[config.mk]
export PLATFORM = sky130hd
export DESIGN_NAME = operand_entry_ctrl
export DESIGN_NICKNAME = d
export VERILOG_FILES = /design/src/rtl/operand_entry_ctrl.sv
export SDC_FILE = /design/constraint.sdc
export NUM_CORES = 1
export LEC_CHECK = 0
export ABC_AREA = 1
export CAP_MARGIN = 40
export CORE_ASPECT_RATIO = 0.7
export CORE_MARGIN = 2
export CORE_UTILIZATION = 43
export CTS_CLUSTER_SIZE = 24
export DETAILED_ROUTE_END_ITERATION = 12
export SLEW_MARGIN = 20
export SYNTH_ARGS = -nofsm -noshare
export SYNTH_HDL_FRONTEND = slang
export SYNTH_SLANG_ARGS = --single-unit
[constraint.sdc]
create_clock -name clk -period 2.9 [get_ports clk]
set_input_delay 0.87 -clock clk [delete_from_list [all_inputs] [get_ports clk]]
set_output_delay 0.87 -clock clk [all_outputs]
set_load 0.01 [all_outputs]
[src/rtl/operand_entry_ctrl.sv]
`timescale 1ns/1ps
`default_nettype none
// ============================================================================
// Module   : operand_entry_ctrl
// Purpose  : Debounced operator entry of operands/opcode, issued to the CPU
//            as one command over a valid/ready handshake.
// Revision : 1.0 - initial release
// ============================================================================
module operand_entry_ctrl #(
  parameter int DEBOUNCE_CYCLES = 500000,
  parameter int SW_W            = 10,
  parameter int DATA_W          = 16
) (
  input  logic              clk,
  input  logic              reset,
  input  logic [SW_W-1:0]   sw,
  input  logic              a_btn_n,
  input  logic              b_btn_n,
  input  logic              op_btn_n,
  input  logic              cin_btn_n,
  input  logic              go_btn_n,
  input  logic              cmd_ready,
  output logic [DATA_W-1:0] a_out,
  output logic [DATA_W-1:0] b_out,
  output logic [7:0]        op_out,
  output logic              cin_out,
  output logic              cmd_valid,
  output logic [2:0]        loaded,
  output logic              busy
);

  localparam int c_NBTN  = 5;
  localparam int c_CNT_W = (DEBOUNCE_CYCLES > 1) ? $clog2(DEBOUNCE_CYCLES) : 1;
  localparam logic [c_CNT_W-1:0] c_CNT_LAST = c_CNT_W'(DEBOUNCE_CYCLES - 1);
  localparam int c_A   = 0;
  localparam int c_B   = 1;
  localparam int c_OP  = 2;
  localparam int c_CIN = 3;
  localparam int c_GO  = 4;

  typedef enum logic [0:0] {
    S_COLLECT = 1'b0,
    S_ISSUE   = 1'b1
  } state_t;

  state_t              r_state;
  state_t              w_state_nxt;
  logic [SW_W-1:0]     r_sw_s1;
  logic [SW_W-1:0]     r_sw_s2;
  logic [c_NBTN-1:0]   w_btn_raw;
  logic [c_NBTN-1:0]   r_btn_s1;
  logic [c_NBTN-1:0]   r_btn_s2;
  logic [c_NBTN-1:0]   r_stable;
  logic [c_NBTN-1:0]   r_stable_d;
  logic [c_NBTN-1:0]   r_strobe;
  logic [c_CNT_W-1:0]  r_cnt [c_NBTN];
  logic [DATA_W-1:0]   r_a;
  logic [DATA_W-1:0]   r_b;
  logic [7:0]          r_op;
  logic                r_cin;
  logic [2:0]          r_loaded;

  assign w_btn_raw = {go_btn_n, cin_btn_n, op_btn_n, b_btn_n, a_btn_n};

  // Released (1) is the idle level everywhere in the conditioning chain.
  always_ff @(posedge clk) begin
    if (reset) begin
      r_sw_s1    <= '1;
      r_sw_s2    <= '1;
      r_btn_s1   <= '1;
      r_btn_s2   <= '1;
      r_stable   <= '1;
      r_stable_d <= '1;
      r_strobe   <= '0;
      for (int i = 0; i < c_NBTN; i++) begin
        r_cnt[i] <= '0;
      end
    end else begin
      r_sw_s1    <= sw;
      r_sw_s2    <= r_sw_s1;
      r_btn_s1   <= w_btn_raw;
      r_btn_s2   <= r_btn_s1;
      r_stable_d <= r_stable;
      r_strobe   <= r_stable_d & ~r_stable;
      for (int i = 0; i < c_NBTN; i++) begin
        if (r_btn_s2[i] == r_stable[i]) begin
          r_cnt[i] <= '0;
        end else if (r_cnt[i] == c_CNT_LAST) begin
          r_stable[i] <= r_btn_s2[i];
          r_cnt[i]    <= '0;
        end else begin
          r_cnt[i] <= r_cnt[i] + 1'b1;
        end
      end
    end
  end

  always_ff @(posedge clk) begin
    if (reset) begin
      r_state <= S_COLLECT;
    end else begin
      r_state <= w_state_nxt;
    end
  end

  always_comb begin
    w_state_nxt = r_state;
    case (r_state)
      S_COLLECT: if (r_strobe[c_GO] && (r_loaded == 3'b111)) w_state_nxt = S_ISSUE;
      S_ISSUE:   if (cmd_ready) w_state_nxt = S_COLLECT;
      default:   w_state_nxt = S_COLLECT;
    endcase
  end

  // Strobes arriving while a command is pending are dropped, not queued.
  always_ff @(posedge clk) begin
    if (reset) begin
      r_a      <= '0;
      r_b      <= '0;
      r_op     <= '0;
      r_cin    <= 1'b0;
      r_loaded <= '0;
    end else if (r_state == S_COLLECT) begin
      if (r_strobe[c_A]) begin
        r_a         <= DATA_W'(r_sw_s2);
        r_loaded[0] <= 1'b1;
      end
      if (r_strobe[c_B]) begin
        r_b         <= DATA_W'(r_sw_s2);
        r_loaded[1] <= 1'b1;
      end
      if (r_strobe[c_OP]) begin
        r_op        <= r_sw_s2[7:0];
        r_loaded[2] <= 1'b1;
      end
      if (r_strobe[c_CIN]) begin
        r_cin <= ~r_cin;
      end
    end else if (cmd_ready) begin
      r_loaded <= '0;
    end
  end

  assign a_out     = r_a;
  assign b_out     = r_b;
  assign op_out    = r_op;
  assign cin_out   = r_cin;
  assign loaded    = r_loaded;
  assign cmd_valid = (r_state == S_ISSUE);
  assign busy      = (r_state == S_ISSUE);

endmodule
`default_nettype wire

# == Word level (Yosys, flattened, before mapping) ==
# Memory sizes are Yosys's and may differ from the RTL's.
# Index checks and enable logic that the tools add are counted.
# op_classes
n_addsub,5
n_eq_ne,12
muxes,80
bitwise_logic,24
reduce_logical,16
# op_table
op,count
19-bit two-way mux,15
"19-bit by 1-bit adder with 19-bit output, second input constant",5
"19-bit equality test, second input constant",5
1-bit two-way mux,62
2-bit AND reduction,12
1-bit bitwise OR,15
1-bit NOT,7
3-bit two-way mux,2
2-bit nonzero test,3
5-bit AND,1
1-bit equality test,5
5-bit NOT,1
"3-bit equality test, second input constant",1
"2-bit != test, second input constant",1
1-bit case mux with 2 select lines,1
1-bit logical AND,1
# word_totals
register_bits,78
ram_bits,95
out_inout_bits,46
mem_count,1
# memory_table
memory,depth,width,read_ports,rd_ports_with_merged_regs,write_ports,line,source
r_cnt,5,19,5,0,5,56,logic [c_CNT_W-1:0] r_cnt [c_NBTN];

# == Logic depth before layout (Yosys ltp) ==
# Gate-level depths: netlist (run 1).
# An unclocked memory read counts as a cell.
# logic_depth
depth_word,8
mapped_depth,9
depth_no_buf,9

# == Least setup slack after synthesis (run 1) ==
# OpenSTA, ideal clock, no wires.
# synth_path
path_type,input to register
start,input port reset
end,"memory r_cnt[4][15] in the netlist's numbering, data pin"
setup_ps,138
arrival_time_ps,1554
t_required_ps,2762
path_slack_ps,1208
cell_stages,7
path_cell_list,inv_2 > buf_6 > nand2_1 > nor2_1 > nand2_4 > buf_6 > nor2_1
# synth_rtl
element,line,source
"start, declared",15,"input logic reset,"
"end, declared",56,

# == Worst setup path after layout (run 1) ==
# layout_path
start,"register r_state, in the netlist busy"
end,output port cmd_valid
# layout_rtl
element,line,source
"start, declared",46,state_t r_state;
"start signal, assigned",102,r_state <= w_state_nxt;
"end, declared",27,"output logic cmd_valid,"
# No word-level cell between the ends.

==> results.cfg, run 1 <==
[drt]
drt_iter0_drc = 439
routedWlPerCell_um = 11.8
viasPerCell = 4.51
via_count = 6424
drc_errors = 0
postRouteAntennaNets = 0
first_pass_iters = 5
routed_wl_um = 16700

[logic_synthesis]
synth.avg_cell_area_um2 = 8.35
post_synth_instance_area_um2 = 8330
synth_cell_types = 33
synth-seq-cells = 173
yosys_warnings = 0
ys.flop_type = edfxtp_1
synth_edf_count = 95
synthCells = 998
synth_async_sr_flop_share = 0
ys_seq_area_frac = 0.530

[min_path]
hp-class = register to register
holdPathEnd = r_strobe[4]
whs_path_depth = 2
min-delay-start = r_stable_d[4]

[sta]
setup_viol_count_final = 0
worst_slack_ps = 652
finalCriticalPeriod_ps = 2250
max_freq_mhz = 445
clock_skew_ps = 7.86
fin_tns_setup_ps = 0
hold_viol = 0
rsz0062_at_grt = no
period_share = 0.775
slew_violations = 0

[die]
die-area_um2 = 20500
core_area_um2 = 19000
row_count = 42
initial_core_util = 0.439
ios = 64
die_y_um = 120
die_w_um = 170

[cells_and_area]
layout_common_cells = nor2_1, nand2_1, conb_1
synthToLayoutAreaGrowth_pct = 20.2
antenna_cells = 0
final_common_cell = nor2_1
final_nets = 1169
drive_above_1_share = 0.0846

[global_routing]
grt_util_all_layers = 0.171
grt_util_met3 = 0.0370
grt_pass1_wl_um = 27800
grt_busiest_layer = met1
grt_use_met1 = 0.255
grt_pass1_vias = 5801
gr-total-overflow = 0
grt_max_degree = 37
grt_util_met2 = 0.246
antenna_found_initial = 0

[worst_setup_path]
regToRegSetupSlack_ps = 1030
crit_path_start_kind = register
reg2reg_depth = 8
crit_path_top_delay_cell = clkdlybuf4s50_1
worstPathMaxFanout = 4
crit_required_ps = 2030
r2r_end = r_cnt[2][18]
critPathKind = register to output port
regToRegStartpoint = r_cnt[2][0]
crit_path_max_incr_delay_ps = 560
critical_path_arrival_ps = 1380
critical-path-top-delay-family = buffers and inverters
cp-end-kind = output port
cp_cell_sequence = clkdlybuf4s50_1
worst-path-buf-inv = 1

[place]
post-place-ws_ps = 377
gp_congestion = 0.843
dpl.hpwl_um = 12400
io_buffers = 51

[clock_tree]
cts_buffers = 17
cts_tree = done
clk_latency_ps = 430
cts-root-buf = clkbuf_16
h-tree-depth = 4
clkTransAtPathRegs_ps = 70
cts_resized = 0
cts_buffer_depth = 2
postCtsSetupBuffers = 0
cts_sinks = 173
cts-hold-fix-buffers = 0

[pwr]
seq_power_share = 0.510
ir_drop_uv = 319
comb_power_share = 0.039
p_switching_mw = 1.25
power.total_mw = 5.36
internal-power_mw = 4.12
power_density_nw_per_um2 = 536
leakagePower_nw = 3.86
power.share.switching = 0.232
clockPowerShare = 0.450

[job]
maxCapViolations = 0

[status]
status = finished clean
-- metrics by stage --
step / area [um^2] / hold WS [ps] / util / cells
after CTS: 10000 / 407 / 0.528 / 1423
after global routing: 10000 / 425 / 0.528 / 1423
final: 10000 / 405 / 0.528 / 1423
after global placement: 9380 / 392 / 0.495 / 1391
after floorplan: 8730 / 389 / - / 1103
after detailed placement: 9380 / 392 / 0.495 / 1391
-- synth_stat cells, types with 6 or more instances --
master / n / area share
a21oi_1: 30 / 0.018
buf_4: 14 / 0.013
clkbuf_1: 9 / 0.0041
dfxtp_1: 78 / 0.19
edfxtp_1: 95 / 0.34
inv_1: 67 / 0.030
nand2_1: 201 / 0.091
nand3_1: 55 / 0.033
nand4_1: 20 / 0.015
nor2_1: 253 / 0.11
nor3_1: 8 / 0.0048
o21ai_0: 36 / 0.022
or2_0: 6 / 0.0045
or2_2: 40 / 0.030
xnor2_1: 20 / 0.021
xor2_1: 24 / 0.025
-- power by group through the flow --
| stage | combinational (mW) | sequential [mW] | clock [mW] |
|---|---|---|---|
| after floorplan | 0.172 | 2.76 | 0 |
| after global placement | 0.207 | 2.79 | 0 |
| after detailed placement | 0.207 | 2.79 | 0 |
| after CTS | 0.209 | 2.74 | 2.47 |
| after global routing | 0.246 | 2.75 | 2.56 |
| final | 0.211 | 2.74 | 2.42 |
-- cells by family (layout without fill, tap and decap cells) --
kind of cell	Yosys count	in the layout	synth area share
and+or+nand+nor	605	605	0.317
DFF	173	173	0.530
buffers and inverters	99	155	0.0556
AOI/OAI and AO/OA	70	70	0.0434
xor gates and xnor gates	44	44	0.0462
adders and majority gates	5	5	0.00751
other	2	107	0.000901
-- worst max path at each step --
stage                      from           end  slack, ps  depth (start not counted)
after floorplan           reset  r_cnt[4][15]       1210                          7
after global placement    reset  r_cnt[1][14]        410                          6
after detailed placement  reset   r_cnt[1][7]        380                          6
after CTS                  busy          busy        620                          1
after global routing       busy          busy        610                          1
final                      busy     cmd_valid        650                          1
-- routing by layer --
metal	up-vias	routed length (um)	part of all wire
met2	89	6950	0.42
met5	-	0	0
li1	3397	-	-
met1	2919	9040	0.54
met3	19	545	0.033
met4	0	201	0.012
-- state kept, by name (all words and copies together), names as in the netlist --
| name | flops |
|---|---|
| r_cnt | 95 |
| a_out | 10 |
| b_out | 10 |
| r_sw_s1 | 10 |
| r_sw_s2 | 10 |
| op_out | 8 |
| r_btn_s1 | 5 |
| r_btn_s2 | 5 |
| r_stable | 5 |
| r_stable_d | 5 |
| r_strobe | 5 |
| loaded | 3 |
| busy | 1 |
| cin_out | 1 |
-- layout make-up --
type | count | area (um^2)
Clock inverter | 12 | 131
Clock buffer | 20 | 500
Tap cell | 264 | 330
Fill cell | 1826 | 8960
Sequential cell | 173 | 4410
Multi-Input combinational cell | 831 | 3850
Timing Repair Buffer | 53 | 526
Inverter | 70 | 263
No activity file was read; power rests on OpenSTA's default activity.
==> run 2: changes to the inputs <==
- clock period: 2.9 -> 1.93 ns (I/O delays scaled with it)
==> results.cfg, run 2 (synthesized netlist as in run 1, its figures left out) <==
[worst_setup_path]
crit_path_max_incr_delay_ps = 550
cp_cell_sequence = clkdlybuf4s50_1
critical_path_arrival_ps = 1310
worstPathMaxFanout = 2
crit_required_ps = 1350
regToRegSetupSlack_ps = 140
crit_path_start_kind = register
critPathKind = register to output port
cp-end-kind = output port
crit_path_top_delay_cell = clkdlybuf4s50_1
critical-path-top-delay-family = buffers and inverters
worst-path-buf-inv = 1

[sta]
rsz0062_at_grt = no
setup_viol_count_final = 0
period_share = 0.978
clock_skew_ps = 10.5
slew_violations = 0
worst_slack_ps = 42.8
max_freq_mhz = 530
finalCriticalPeriod_ps = 1890
hold_slack_ps = 406
hold_viol = 0

[cells_and_area]
final_common_cell = nor2_1
layoutNonFillerInstCount = 1440
drive_above_1_share = 0.0978
regMostFlops = r_cnt
fillCellCount = 1830
final_nets = 1186
antenna_cells = 0
largest_register_ffs = 95
utilization = 0.537
synthToLayoutAreaGrowth_pct = 22.2
layout_common_cells = nor2_1, nand2_1, conb_1

[drt]
routedWlPerCell_um = 11.8
first_pass_iters = 4
viasPerCell = 4.47
via_count = 6430
postRouteAntennaNets = 0
drc_errors = 0
routed_wl_um = 16900
drt_iter0_drc = 433

[pwr]
leakagePower_nw = 4.22
p_switching_mw = 1.86
power_density_nw_per_um2 = 769
clockPowerShare = 0.431
internal-power_mw = 5.97
comb_power_share = 0.044
power.share.switching = 0.238
ir_drop_uv = 406
power.total_mw = 7.83
seq_power_share = 0.525

[die]
core_area_um2 = 19000
ios = 64
die_w_um = 170
die-area_um2 = 20500
die_y_um = 120
row_count = 42
initial_core_util = 0.439

[global_routing]
grt_pass1_vias = 5864
grt_max_degree = 37
grt_pass1_wl_um = 28300
gr-total-overflow = 0
grt_use_met1 = 0.265
grt_util_all_layers = 0.175
grt_busiest_layer = met1
grt_util_met2 = 0.252
grt_util_met3 = 0.0344
antenna_found_initial = 0

[place]
dpl.hpwl_um = 12700
post-place-ws_ps = -106
dp.cells = 1406
gp_congestion = 0.854
io_buffers = 51

[clock_tree]
cts_buffer_depth = 2
cts_buffers = 17
h-tree-depth = 4
cts_tree = done
cts-root-buf = clkbuf_16
cts-hold-fix-buffers = 0
clk_latency_ps = 430
clkTransAtPathRegs_ps = 70
cts_sinks = 173

[status]
status = finished clean

[job]
maxCapViolations = 0

[min_path]
hp-class = register to register
run 2: cell count changes in the layout (fill, tap and decap cells not counted), sizes merged:
cell           before  now
buf                 2   19
clkbuf             20   17
clkdlybuf4s50      51   30
clkinv              2    6
dlygate4sd2         0    9
dlymetal6s2s        0   12
inv                79   78
run 2: power groups by stage:
stage                     Combinational [mW]  Clock, mW  Sequential (mW)
after floorplan                        0.259          0             4.15
after global placement                 0.335          0             4.19
after detailed placement               0.337          0             4.19
after CTS                              0.341       3.47             4.11
after global routing                   0.402       3.60             4.13
final                                  0.346       3.38             4.11
run 2: cell type report:
| type | instances | area [um^2] | share of cell area |
|---|---|---|---|
| timing repair buffer | 70 | 747 | 0.0734 |
| clock inverter | 15 | 153 | 0.0150 |
| clock buffer | 17 | 425 | 0.0418 |
| multi-input combinational | 831 | 3850 | 0.378 |
| inverter | 70 | 263 | 0.0258 |
| tap | 264 | 330 | 0.0324 |
| sequential | 173 | 4410 | 0.434 |
run 2: per-stage QoR:
| step | instance area, um^2 | setup TNS [ps] |
|---|---|---|
| 6_report | 10200 | 0 |
| 5_1_grt | 10200 | 0 |
| 4_1_cts | 10100 | 0 |
| 3_5_place_dp | 9570 | -4230 |
| 3_3_place_gp | 9570 | -2670 |
| 2_1_floorplan | 8730 | 0 |
run 2: final timing paths:
check,from,cells past startpoint,to
setup / recovery,op_out[3],1,op_out[3]
hold / removal,r_sw_s1[1],1,r_sw_s2[1]
setup reg to reg,r_cnt[1][0],8,r_cnt[1][16]
hold reg to reg,r_sw_s1[1],1,r_sw_s2[1]
run 2: routing by layer:
| layer | vias to the layer above | routed length [um] |
|---|---|---|
| met3 | 15 | 492 |
| li1 | 3435 | - |
| met1 | 2900 | 9280 |
| met2 | 80 | 7000 |
| met4 | 0 | 170 |
| met5 | - | 0 |
run 2: timing repair:
item                       in CTS  in global routing
setup buffers                   0                  2
resized for setup               9                 12
setup endpoints to repair       9                 13
